### src/rtl/user_input_pkg.sv
// Shared constants for the user-input interrupt controller: register map,
// bus width and configuration reset values.
package user_input_pkg;

    localparam int AVL_DATA_W = 32;
    localparam int AVL_ADDR_W = 3;

    localparam logic [AVL_ADDR_W-1:0] ADDR_STATE   = 3'd0;
    localparam logic [AVL_ADDR_W-1:0] ADDR_PENDING = 3'd1;
    localparam logic [AVL_ADDR_W-1:0] ADDR_MASK    = 3'd2;
    localparam logic [AVL_ADDR_W-1:0] ADDR_RISE_EN = 3'd3;
    localparam logic [AVL_ADDR_W-1:0] ADDR_FALL_EN = 3'd4;

    localparam logic [AVL_DATA_W-1:0] RISE_EN_RST = '1;
    localparam logic [AVL_DATA_W-1:0] FALL_EN_RST = '0;

endpackage

### src/rtl/user_input_irq_ctrl_debouncer.sv
// Single-channel debouncer: dout follows din only after din has differed
// from dout for DEBOUNCE_CYCLES consecutive cycles.
module input_debouncer #(
    parameter int DEBOUNCE_CYCLES = 4
) (
    input  logic clk,
    input  logic reset,
    input  logic din,
    output logic dout
);

    localparam int CNT_W = $clog2(DEBOUNCE_CYCLES + 1);
    localparam logic [CNT_W-1:0] LAST = CNT_W'(DEBOUNCE_CYCLES - 1);

    logic [CNT_W-1:0] cnt;

    always_ff @(posedge clk) begin
        if (reset) begin
            cnt  <= '0;
            dout <= 1'b0;
        end else if (din == dout) begin
            cnt <= '0;
        end else if (cnt == LAST) begin
            dout <= din;
            cnt  <= '0;
        end else begin
            cnt <= cnt + CNT_W'(1);
        end
    end

endmodule

### src/rtl/user_input_irq_ctrl.sv
// Avalon-MM user-input controller with per-channel edge interrupts.
// Define USER_INPUT_DEBOUNCE_EN to insert a debouncer after each synchroniser.
module user_input_irq_ctrl
    import user_input_pkg::*;
#(
    parameter int NUM_INPUTS      = 8,
    parameter int DEBOUNCE_CYCLES = 4
) (
    input  logic                  clk,
    input  logic                  reset,
    input  logic [NUM_INPUTS-1:0] inputs,
    input  logic [2:0]            avl_address,
    input  logic                  avl_read,
    input  logic                  avl_write,
    input  logic [31:0]           avl_writedata,
    output logic [31:0]           avl_readdata,
    output logic                  avl_irq_n
);

    logic [NUM_INPUTS-1:0] sync1, sync2, deb, deb_d;
    logic [NUM_INPUTS-1:0] rise, fall, clr;
    logic [NUM_INPUTS-1:0] pending, irq_mask, rise_en, fall_en;
    logic [NUM_INPUTS-1:0] wdata;
    logic [AVL_DATA_W-1:0] rd_mux;

    assign wdata = avl_writedata[NUM_INPUTS-1:0];

    generate
        if (NUM_INPUTS < AVL_DATA_W) begin : g_wdata_hi
            logic unused_wdata_hi;
            assign unused_wdata_hi = ^avl_writedata[AVL_DATA_W-1:NUM_INPUTS];
        end
    endgenerate

    always_ff @(posedge clk) begin
        if (reset) begin
            sync1 <= '0;
            sync2 <= '0;
        end else begin
            sync1 <= inputs;
            sync2 <= sync1;
        end
    end

`ifdef USER_INPUT_DEBOUNCE_EN
    generate
        for (genvar i = 0; i < NUM_INPUTS; i++) begin : g_deb
            input_debouncer #(.DEBOUNCE_CYCLES(DEBOUNCE_CYCLES)) u_deb (
                .clk   (clk),
                .reset (reset),
                .din   (sync2[i]),
                .dout  (deb[i])
            );
        end
    endgenerate
`else
    localparam int unused_debounce_cycles = DEBOUNCE_CYCLES;
    assign deb = sync2;
`endif

    // deb_d resets to 0, so an input held high through reset still yields a rise.
    always_ff @(posedge clk) begin
        if (reset) deb_d <= '0;
        else       deb_d <= deb;
    end

    assign rise = deb & ~deb_d;
    assign fall = ~deb & deb_d;
    assign clr  = (avl_write && avl_address == ADDR_PENDING) ? wdata : '0;

    always_ff @(posedge clk) begin
        if (reset) begin
            pending  <= '0;
            irq_mask <= '0;
            rise_en  <= RISE_EN_RST[NUM_INPUTS-1:0];
            fall_en  <= FALL_EN_RST[NUM_INPUTS-1:0];
        end else begin
            // New edges are ORed in after the clear so a set wins a W1C race.
            pending <= (pending & ~clr) | (rise & rise_en) | (fall & fall_en);
            if (avl_write) begin
                case (avl_address)
                    ADDR_MASK:    irq_mask <= wdata;
                    ADDR_RISE_EN: rise_en  <= wdata;
                    ADDR_FALL_EN: fall_en  <= wdata;
                    default: ;
                endcase
            end
        end
    end

    always_comb begin
        rd_mux = '0;
        case (avl_address)
            ADDR_STATE:   rd_mux[NUM_INPUTS-1:0] = deb;
            ADDR_PENDING: rd_mux[NUM_INPUTS-1:0] = pending;
            ADDR_MASK:    rd_mux[NUM_INPUTS-1:0] = irq_mask;
            ADDR_RISE_EN: rd_mux[NUM_INPUTS-1:0] = rise_en;
            ADDR_FALL_EN: rd_mux[NUM_INPUTS-1:0] = fall_en;
            default: ;
        endcase
    end

    always_ff @(posedge clk) begin
        if (reset)         avl_readdata <= '0;
        else if (avl_read) avl_readdata <= rd_mux;
    end

    assign avl_irq_n = ~|(pending & irq_mask);

endmodule

### config.mk
export PLATFORM = sky130hd
export DESIGN_NAME = user_input_irq_ctrl
export DESIGN_NICKNAME = d
export VERILOG_FILES = /design/src/rtl/user_input_pkg.sv /design/src/rtl/user_input_irq_ctrl_debouncer.sv /design/src/rtl/user_input_irq_ctrl.sv
export SDC_FILE = /design/constraint.sdc
export NUM_CORES = 1
export LEC_CHECK = 0
export CAP_MARGIN = 20
export CORE_MARGIN = 2
export CORE_UTILIZATION = 48
export DETAILED_ROUTE_END_ITERATION = 12
export PLACE_DENSITY = 0.85
export RECOVER_POWER = 50
export SYNTH_ARGS = -nofsm -noshare
export SYNTH_HDL_FRONTEND = slang
export SYNTH_HIERARCHICAL = 1
export SYNTH_SLANG_ARGS = --single-unit
### constraint.sdc
create_clock -name clk -period 1.52 [get_ports clk]
set_input_delay 0.38 -clock clk [delete_from_list [all_inputs] [get_ports clk]]
set_output_delay 0.38 -clock clk [all_outputs]
set_load 0.005 [all_outputs]
* Word-level counts from Yosys, hierarchy flattened
Cells that the tools add are included. Widths: inputs -> output; s select.
Word-level totals: output and inout bits 33, logic and storage cells 32, input port bits 47, register bits 64
Cells by class: muxes and demuxes 2, reduce and logical (&&, ||, !) cells 7, eq/ne operators 4, bitwise operators 11
Operators with widths (number):
- $and 8x8->8 | 6
- $pmux 8 s5 | 1
- $not 8->8 | 3
- $or 8x8->8 | 2
- $mux 8 | 1
- $reduce_or 8->1 | 1
- $eq 3x2->1 const B | 2
- $reduce_and 2->1 | 3
- $eq 3x1->1 const B | 1
- $eq 3x3->1 const B | 1
- $logic_not 3->1 | 1
- $logic_and 1x1->1 | 1
- $logic_not 1->1 | 1

* Longest topological paths before layout
Gate-level depths: netlist of run 1.
depth in word-level cells 7, gate-level depth with buffers 6, gate-level depth less buffers 4

* Least setup slack after synthesis of run 1
OpenSTA, ideal clock, no wires.
kind in2reg, start point input port avl_address[2], end point register rise_en[0], buffers on the path 2, stages on the path 6, data arrival time 1.192 ns, required time 1.395 ns, setup time 0.125 ns, setup slack 0.203 ns, cell sequence buf_2 nand3b_4 or2_1 clkbuf_1 nand2_1 nand3_1
On the way: word-level cells in the longest chain between the ends 2
Ends and longest elaborated chain:
- start: declaration | line user_input_irq_ctrl.sv:12 | input logic [2:0] avl_address,
- $eq 3x2->1 | line user_input_irq_ctrl.sv:81 | case (avl_address)
- $reduce_and 2->1 (no source line)
- end signal: assignment | line user_input_irq_ctrl.sv:75 | rise_en <= RISE_EN_RST[NUM_INPUTS-1:0];
- end signal: assignment | line user_input_irq_ctrl.sv:83 | ADDR_RISE_EN: rise_en <= wdata;
- end: declaration | line user_input_irq_ctrl.sv:22 | logic [NUM_INPUTS-1:0] pending, irq_mask, rise_en, fall_en;
No other way between the ends. A chain may end at the register's enable or synchronous reset.

* Final worst setup path of run 1
start point register pending[4], end point output port avl_irq_n
On the way: word-level cells in the longest chain between the ends 3
Ends and longest elaborated chain:
- start: declaration | line user_input_irq_ctrl.sv:22
- start signal: assignment | line user_input_irq_ctrl.sv:79 | pending <= (pending & ~clr) | (rise & rise_en) | (fall & fall_en);
- $and 8x8->8 | line user_input_irq_ctrl.sv:108 | assign avl_irq_n = ~|(pending & irq_mask);
- $reduce_or 8->1 | line user_input_irq_ctrl.sv:108
- $logic_not 1->1 | line user_input_irq_ctrl.sv:108
- end: declaration | line user_input_irq_ctrl.sv:17 | output logic avl_irq_n
No other way between the ends.

==> impl_metrics.toml, run 1 <==
[run_status]
status = "complete, but fails checks"
violations = "negative setup slack"

[layout]
nNetsFinal = 453
layout_common_cells = "nand2_1, dfxtp_1, buf_4"
diodes = 0
final_common_cell = "nand2_1"
layout-drive-gt1-share = 0.234
syn_to_final_growth_pct = 29.0
final_cells = 486

[drt]
drt_iter0_markers = 143
postRouteAntennaNets = 0
vias_per_cell = 5.12
drc = 0
vias = 2490
firstDrtPassIters = 4
wl_per_cell_um = 14.1
routed_wirelength_um = 6860

[power]
vdd_ir_drop_max_mv = 0.683
p_per_area_nw_per_um2 = 1010
p_total_mw = 3.71
power_leakage_nw = 1.53

[timing]
setup_ws_ns = -0.107
rsz0062_at_grt = "true"
timing_hold_violations_final = 0
slew_headroom = 0.365
tightest_slew_ns = 0.953
finalMaxSlewViolations = 0
fmaxAchievable_mhz = 615
period_needed_ns = 1.63
fin_skew_ns = 0.0106
setup_viol = 11
fin_crit_sh = 1.07

[synthesis]
synth_ff_type = "dfxtp_1"
syn-instance-count = 332
yosysTopAreaCell = "dfxtp_1"
synth.area.top_cells = "dfxtp_1, nand2_1, buf_4"
yosysTopAreaCellShare = 0.450
synth_edf_count = 0
synth_area_per_cell_um2 = 8.58
yosysWarnings = 6
netlist_area_um2 = 2850
yosysSeqAreaShare = 0.450
synth.ff_latch_count = 64
synthDistinctLibCells = 34
synthArstFlopShare = 0

[global_route]
antenna_found_initial = 0
grt_usage = 0.219
overflow = 0
grt_max_degree = 30
grt_pass1_vias = 2352
grt_pass1_wl_um = 10700

[floorplanning]
io_pins = 80
die_h_um = 81.0
die_area_um2 = 6570
core_area_um2 = 5820
rows = 28
die_x_um = 81.0
start_util = 0.490

[setup_path]
cp.arrival_ns = 1.25
crit_required_ns = 1.14
critical_path.startpoint_type = "flop"
critPathKind = "reg2out"
cp_max_fo = 2
worst_setup_path_end_kind = "output pin"

[cts]
cts_tree = "yes"
clkTransAtPathRegs_ns = 0.07
cts_inserted_buffers = 9
clock-sinks = 64
cts-root-buf = "clkbuf_8"
clk_path_buf_depth = 2
insertion_delay_ns = 0.35
htree_levels = 3

[placed_design]
place_hpwl_um = 4620
port_buffers = 31
place_inst = 468
pre_cts_slack_ns = -0.364
place_congestion = 0.909

[flow_run]
cap_viol_max_count = 0

[hold_path]
hp-class = "reg2reg"
[logic make-up (layout without fill, tap and decap cells)]
logic type	count (synthesis)	in the layout	share of synthesized area
AO/OA/AOI/OAI	62	62	0.138
buffers and inverters	45	101	0.104
flip-flops	64	64	0.450
multiplexers	15	15	0.0558
other	1	24	0.00132
AND/OR/NAND/NOR	145	145	0.251
[final timing paths]
check	cells past startpoint	end	from	slack, ns
hold reg to reg	1	deb[3]	sync1[3]	0.43
setup / recovery	3	avl_irq_n	pending[4]	-0.11
hold / removal	1	deb[3]	sync1[3]	0.43
setup reg to reg	5	avl_readdata[6]	pending[6]	0.43
[critical path, stage by stage (launching register included)]
cell and delay, ns:
dfxtp_2 0.33, a22oi_2 0.23, and4_1 0.23, buf_2 0.12
[routing by layer]
metal | wire length [um] | up-vias | global-route usage | part of all wire
li1 | - | 1200 | - | -
met1 | 2770 | 1154 | 0.263 | 0.40
met2 | 3250 | 113 | 0.351 | 0.47
met3 | 646 | 23 | 0.0689 | 0.094
met4 | 203 | 0 | 0.114 | 0.030
met5 | 0 | - | 0 | 0
[through the flow]
step / hold WS (ns) / TNS (ns) / cell area, um2 / utilization
global route: 0.454 / -2.53 / 3670 / 0.632
finish: 0.428 / -0.226 / 3670 / 0.632
floorplan: 0.414 / 0 / 2940 / -
global placement: 0.418 / -11.32 / 3440 / 0.591
CTS: 0.344 / -0.121 / 3690 / 0.634
detailed placement: 0.422 / -12.73 / 3440 / 0.591
[power by group]
part           switching, mW  internal (mW)  leakage, nW
sequential            0.0406           1.74        0.524
combinational          0.204          0.222        0.908
clock                  0.663          0.840        0.101
[sequential cells by signal, indices dropped and copies added (netlist names)]
name	cells
rise_en	8
pending	8
avl_readdata	8
fall_en	8
deb_d	8
sync1	8
irq_mask	8
deb	8
[cell type report]
cell class	count	area, um2
fill	523	2140
multi-input combinational	246	1380
sequential	64	1280
timing repair buffer	81	692
clock buffer	11	151
tap	75	93.8
clock inverter	5	55.1
inverter	4	15.0
[cells in the mapped netlist (all sizes together) (2+ instances only)]
cell type	instances
buf	32
inv	3
a22oi	4
nor2	18
nor2b	24
nand2	74
dfxtp	64
a31oi	6
nand3b	12
mux2i	8
a21oi	34
mux2	7
or2	2
clkbuf	9
o21ai	15
nand3	9
nand2b	2
[what timing repair did]
item	4_1_cts	5_1_grt
pin swaps	3	3
endpoints found under the setup margin	16	29
resized for setup	22	8
hold buffers	0	0
buffers inserted	1	0
cloned	1	0
Power figures use the tool's default switching activity.
==> run 2, diff against run 1 <==
--- a/config.mk
+++ b/config.mk
@@ -5,12 +5,13 @@
 export SDC_FILE = /design/constraint.sdc
 export NUM_CORES = 1
 export LEC_CHECK = 0
-export CAP_MARGIN = 20
+export CAP_MARGIN = 0
 export CORE_MARGIN = 2
 export CORE_UTILIZATION = 48
 export DETAILED_ROUTE_END_ITERATION = 12
-export PLACE_DENSITY = 0.85
+export PLACE_DENSITY = 0.76
 export RECOVER_POWER = 50
+export SLEW_MARGIN = 20
 export SYNTH_ARGS = -nofsm -noshare
 export SYNTH_HDL_FRONTEND = slang
 export SYNTH_HIERARCHICAL = 1
==> run 2 against run 1 <==
  * The flow still finishes with violations (negative setup slack)
  * Utilization is 0.19 points lower
  * Setup slack gained 0.016 ns
  * Flip-flop and latch count stayed put
  * Largest cell class unchanged
  * Highest routed layer unchanged
==> impl_metrics.toml, run 2 (same netlist as run 1, synthesis figures left out) <==
[setup_path]
critPathKind = "reg2out"
crit_required_ns = 1.14
cp.arrival_ns = 1.23
slowest_stage = "dfxtp_2"
reg2regPathDepth = 5
critical_path.startpoint_type = "flop"
worst_setup_path_end_kind = "output pin"
reg2reg_slack_ns = 0.43
slowest_delay_ns = 0.33
crit_family = "flip-flops"
r2r_start = "pending[2]"
r2r_end = "avl_readdata[2]"
cp_max_fo = 2
crit_chain = "a22oi_2 > and4_1 > buf_2"
path_buf_inv = 1

[power]
sw_frac_of_total = 0.259
pwr-share-seq = 0.511
pwr-share-clk = 0.366
p_total_mw = 3.49
power_leakage_nw = 1.51
internal_power_mw = 2.59
p_per_area_nw_per_um2 = 953
vdd_ir_drop_max_mv = 0.631
p_sw_mw = 0.906
pwr-share-comb = 0.122

[floorplanning]
core_area_um2 = 5820
start_util = 0.490
die_x_um = 81.0
die_h_um = 81.0
die_area_um2 = 6570
rows = 28
io_pins = 80

[timing]
finalMaxSlewViolations = 0
holdWs_ns = 0.436
fmaxAchievable_mhz = 621
period_needed_ns = 1.61
slew_headroom = 0.593
setup_ws_ns = -0.0903
rsz0062_at_grt = "true"
fin_crit_sh = 1.06
tightest_slew_ns = 0.610
timing_hold_violations_final = 0
fin_skew_ns = 0.0134
setup_viol = 1

[hold_path]
worstHoldStart = "sync1[7]"
hp-class = "reg2reg"
hold_path_depth = 1
min_to = "deb[7]"

[drt]
vias = 2437
drc = 0
firstDrtPassIters = 4
postRouteAntennaNets = 0
wl_per_cell_um = 14.3
drt_iter0_markers = 146
vias_per_cell = 5.02
routed_wirelength_um = 6940

[global_route]
grt_max_degree = 26
top_usage_layer = "met2"
met1_usage = 0.277
grt_pass1_wl_um = 10800
met2_usage = 0.365
grt_pass1_vias = 2290
overflow = 0
antenna_found_initial = 0
globalRouteMet3Util = 0.0633
grt_usage = 0.224

[layout]
final_common_cell = "nand2_1"
diodes = 0
layout-drive-gt1-share = 0.254
nNetsFinal = 452
syn_to_final_growth_pct = 28.6
layout_common_cells = "nand2_1, dfxtp_1, buf_4"

[cts]
insertion_delay_ns = 0.35
cts_setup_buffers = 0
cts_tree = "yes"
cts-root-buf = "clkbuf_8"
cts_inserted_buffers = 9
clock-sinks = 64
cts_hold_buf = 0
clkTransAtPathRegs_ns = 0.07
htree_levels = 3
clk_path_buf_depth = 2

[run_status]
violations = "negative setup slack"
status = "complete, but fails checks"

[placed_design]
place_hpwl_um = 4690
pre_cts_slack_ns = -0.436
port_buffers = 31
place_congestion = 0.813

[flow_run]
cap_viol_max_count = 0
[run 2: changes by cell type in the layout (fill, tap and decap cells not counted), moves of 2 or more]
cell / delta
buf_4: -2
dfxtp_2: +5
dfxtp_1: -5
clkinv_2: +2
[run 2: repair_timing]
action,4_1_cts,5_1_grt
resized for setup,29,6
pin swaps,3,1
setup endpoints to repair,24,40
gates cloned,0,1
[run 2: layer usage]
layer  share of wire  up-vias
li1                -     1196
met1            0.45     1158
met2            0.48       72
met3           0.053       11
met4           0.016        0
met5               0        -
[run 2: final cells by class]
type	instances	area, um2
Clock buffer	10	138
Clock inverter	6	35.0
Fill cell	525	2150
Inverter	4	15.0
Multi-Input combinational cell	246	1410
Sequential cell	64	1290
Tap cell	75	93.8
Timing Repair Buffer	80	687
[run 2: worst max-delay path by stage]
stage | startpoint | end | depth (start not counted)
2_1_floorplan | avl_address[2] | rise_en[0] | 6
5_1_grt | irq_mask[4] | avl_irq_n | 3
3_3_place_gp | avl_address[0] | rise_en[2] | 6
3_5_place_dp | avl_address[2] | pending[7] | 6
6_report | irq_mask[4] | avl_irq_n | 3
4_1_cts | irq_mask[4] | avl_irq_n | 3
[run 2: power by group through the flow]
stage | Clock (mW) | Sequential, mW | Combinational (mW)
2_1_floorplan | 0 | 1.81 | 0.260
3_3_place_gp | 0 | 1.82 | 0.410
3_5_place_dp | 0 | 1.82 | 0.418
4_1_cts | 1.31 | 1.78 | 0.419
5_1_grt | 1.37 | 1.79 | 0.470
6_report | 1.28 | 1.79 | 0.427
[run 2: per-stage QoR]
step	cells	cell area [um2]	util	TNS (ns)
final	485	3660	0.630	-0.0903
after global routing	485	3660	0.630	-0.144
after CTS	484	3640	0.626	-0.111
after detailed placement	468	3440	0.591	-13.82
after global placement	468	3440	0.591	-11.91
after floorplan	355	2940	-	0
[run 2: worst register-to-register path, cell delays in order, from the launching register on]
cell and delay [ns]:
dfxtp_1 0.37, buf_4 0.13, nand3b_1 0.06, o21ai_0 0.08
nand2_1 0.07, a311oi_1 0.28
==> run 3, diff against run 2 <==
--- a/config.mk
+++ b/config.mk
@@ -5,7 +5,6 @@
 export SDC_FILE = /design/constraint.sdc
 export NUM_CORES = 1
 export LEC_CHECK = 0
-export CAP_MARGIN = 0
 export CORE_MARGIN = 2
 export CORE_UTILIZATION = 48
 export DETAILED_ROUTE_END_ITERATION = 12
==> constraint.sdc (replaced) <==
create_clock -name clk -period 1.52 [get_ports clk]
set_input_delay 0.38 -clock clk [delete_from_list [all_inputs] [get_ports clk]]
set_output_delay 0.38 -clock clk [all_outputs]
set_load 0.02 [all_outputs]
==> run 3 against run 2 <==
  * The flow still finishes with violations (negative setup slack)
  * First-iteration DRC count grew 24%
  * Final cell count is the same
  * Worst hold slack lost 0.00079 ns
  * Clock power is essentially flat
  * Clock skew grew 0.0025 ns
  * Utilization shrank 0.26 points
  * Via count grew 0.78%
  * Total power grew 1.3%
  * Routed wire length shrank 0.71%
  * Largest cell class unchanged
==> impl_metrics.toml, run 3 (same netlist as run 1, synthesis figures left out) <==
[run_status]
status = "complete, but fails checks"
violations = "negative setup slack"

[floorplanning]
die_x_um = 81.0
core_area_um2 = 5820
io_pins = 80
start_util = 0.490
die_h_um = 81.0
rows = 28
die_area_um2 = 6570

[power]
p_sw_mw = 0.956
p_per_area_nw_per_um2 = 970
internal_power_mw = 2.58
sw_frac_of_total = 0.270
vdd_ir_drop_max_mv = 0.633
pwr-share-clk = 0.362
p_total_mw = 3.54
power_leakage_nw = 1.51
pwr-share-seq = 0.504
pwr-share-comb = 0.135

[global_route]
grt_max_degree = 26
grt_pass1_vias = 2268
grt_pass1_wl_um = 10800
grt_usage = 0.223
overflow = 0
antenna_found_initial = 0

[drt]
postRouteAntennaNets = 0
vias_per_cell = 5.06
wl_per_cell_um = 14.2
drt_iter0_markers = 181
routed_wirelength_um = 6890
drc = 0
firstDrtPassIters = 4
vias = 2456

[placed_design]
port_buffers = 31
placed_area_um2 = 3440
pre_cts_slack_ns = -0.436
place_inst = 468
place_hpwl_um = 4690
place_congestion = 0.813

[cts]
clock-sinks = 64
cts_tree = "yes"
clkTransAtPathRegs_ns = 0.07
clk_path_buf_depth = 2
cts_inserted_buffers = 9
insertion_delay_ns = 0.35
cts-root-buf = "clkbuf_8"
htree_levels = 3

[layout]
final_cells = 485
fillers = 530
fin_util = 0.627
diodes = 0
final_common_cell = "nand2_1"
syn_to_final_growth_pct = 28.1
nNetsFinal = 452
final_cell_area_um2 = 3650
layout-drive-gt1-share = 0.234
layout_common_cells = "nand2_1, dfxtp_1, buf_4"

[setup_path]
crit_chain = "a22oi_2 > and4_1 > buf_4"
cp.arrival_ns = 1.26
worstSetupEndpoint = "avl_irq_n"
reg2regPathDepth = 4
critical_path.startpoint_type = "flop"
worst-path-stages = 3
crit_family = "flip-flops"
cp-startpoint = "pending[4]"
worst_setup_path_end_kind = "output pin"
reg2reg_slack_ns = 0.46
path_buf_inv = 1
slowest_stage = "dfxtp_1"
slowest_delay_ns = 0.33
cp_max_fo = 2
crit_required_ns = 1.14
r2r_end = "avl_readdata[5]"
r2r_start = "irq_mask[5]"
critPathKind = "reg2out"

[timing]
setup_ws_ns = -0.121
timing_hold_violations_final = 0
tns_ns = -0.121
fmaxAchievable_mhz = 609
holdWs_ns = 0.435
finalMaxSlewViolations = 0
fin_skew_ns = 0.0159
slew_headroom = 0.593
rsz0062_at_grt = "true"
period_needed_ns = 1.64
setup_viol = 1
fin_crit_sh = 1.08
tightest_slew_ns = 0.610

[hold_path]
hp-class = "reg2reg"

[flow_run]
cap_viol_max_count = 0
[run 3: what timing repair did]
action / in CTS / in global routing
endpoints found under the setup margin: 24 / 40
hold buffers: 0 / 0
buffers inserted: 0 / 0
gates resized for setup: 23 / 6
gates cloned: 0 / 1
pin swaps: 1 / 2
[run 3: power groups by stage]
| stage | sequential, mW | clock [mW] | combinational [mW] |
|---|---|---|---|
| floorplan | 1.82 | 0 | 0.302 |
| global placement | 1.82 | 0 | 0.463 |
| finish | 1.78 | 1.28 | 0.476 |
| global route | 1.79 | 1.37 | 0.519 |
| CTS | 1.78 | 1.31 | 0.472 |
| detailed placement | 1.82 | 0 | 0.471 |
[run 3: per-layer routing]
metal  global-route usage  share of wire
met1                0.275           0.44
met2                0.370           0.49
met3               0.0633          0.055
met4               0.0847          0.012
met5                    0              0
[run 3: how the worst min path moves through the flow]
stage,endpoint,slack (ns),startpoint,depth (start not counted)
after floorplan,deb[0],0.41,sync1[0],1
after global placement,deb[2],0.42,sync1[2],1
after detailed placement,deb[7],0.42,sync1[7],1
after CTS,avl_readdata[6],0.31,reset,2
after global routing,deb[7],0.45,sync1[7],1
final,deb[3],0.44,sync1[3],1
[run 3: layout make-up]
class                           instances  area (um2)  area share
Sequential cell                        64        1280       0.351
Timing Repair Buffer                   80         689       0.189
Inverter                                4        15.0     0.00412
Multi-Input combinational cell        246        1400       0.383
Clock buffer                           10         138      0.0377
Tap cell                               75        93.8      0.0257
Clock inverter                          6        35.0     0.00960
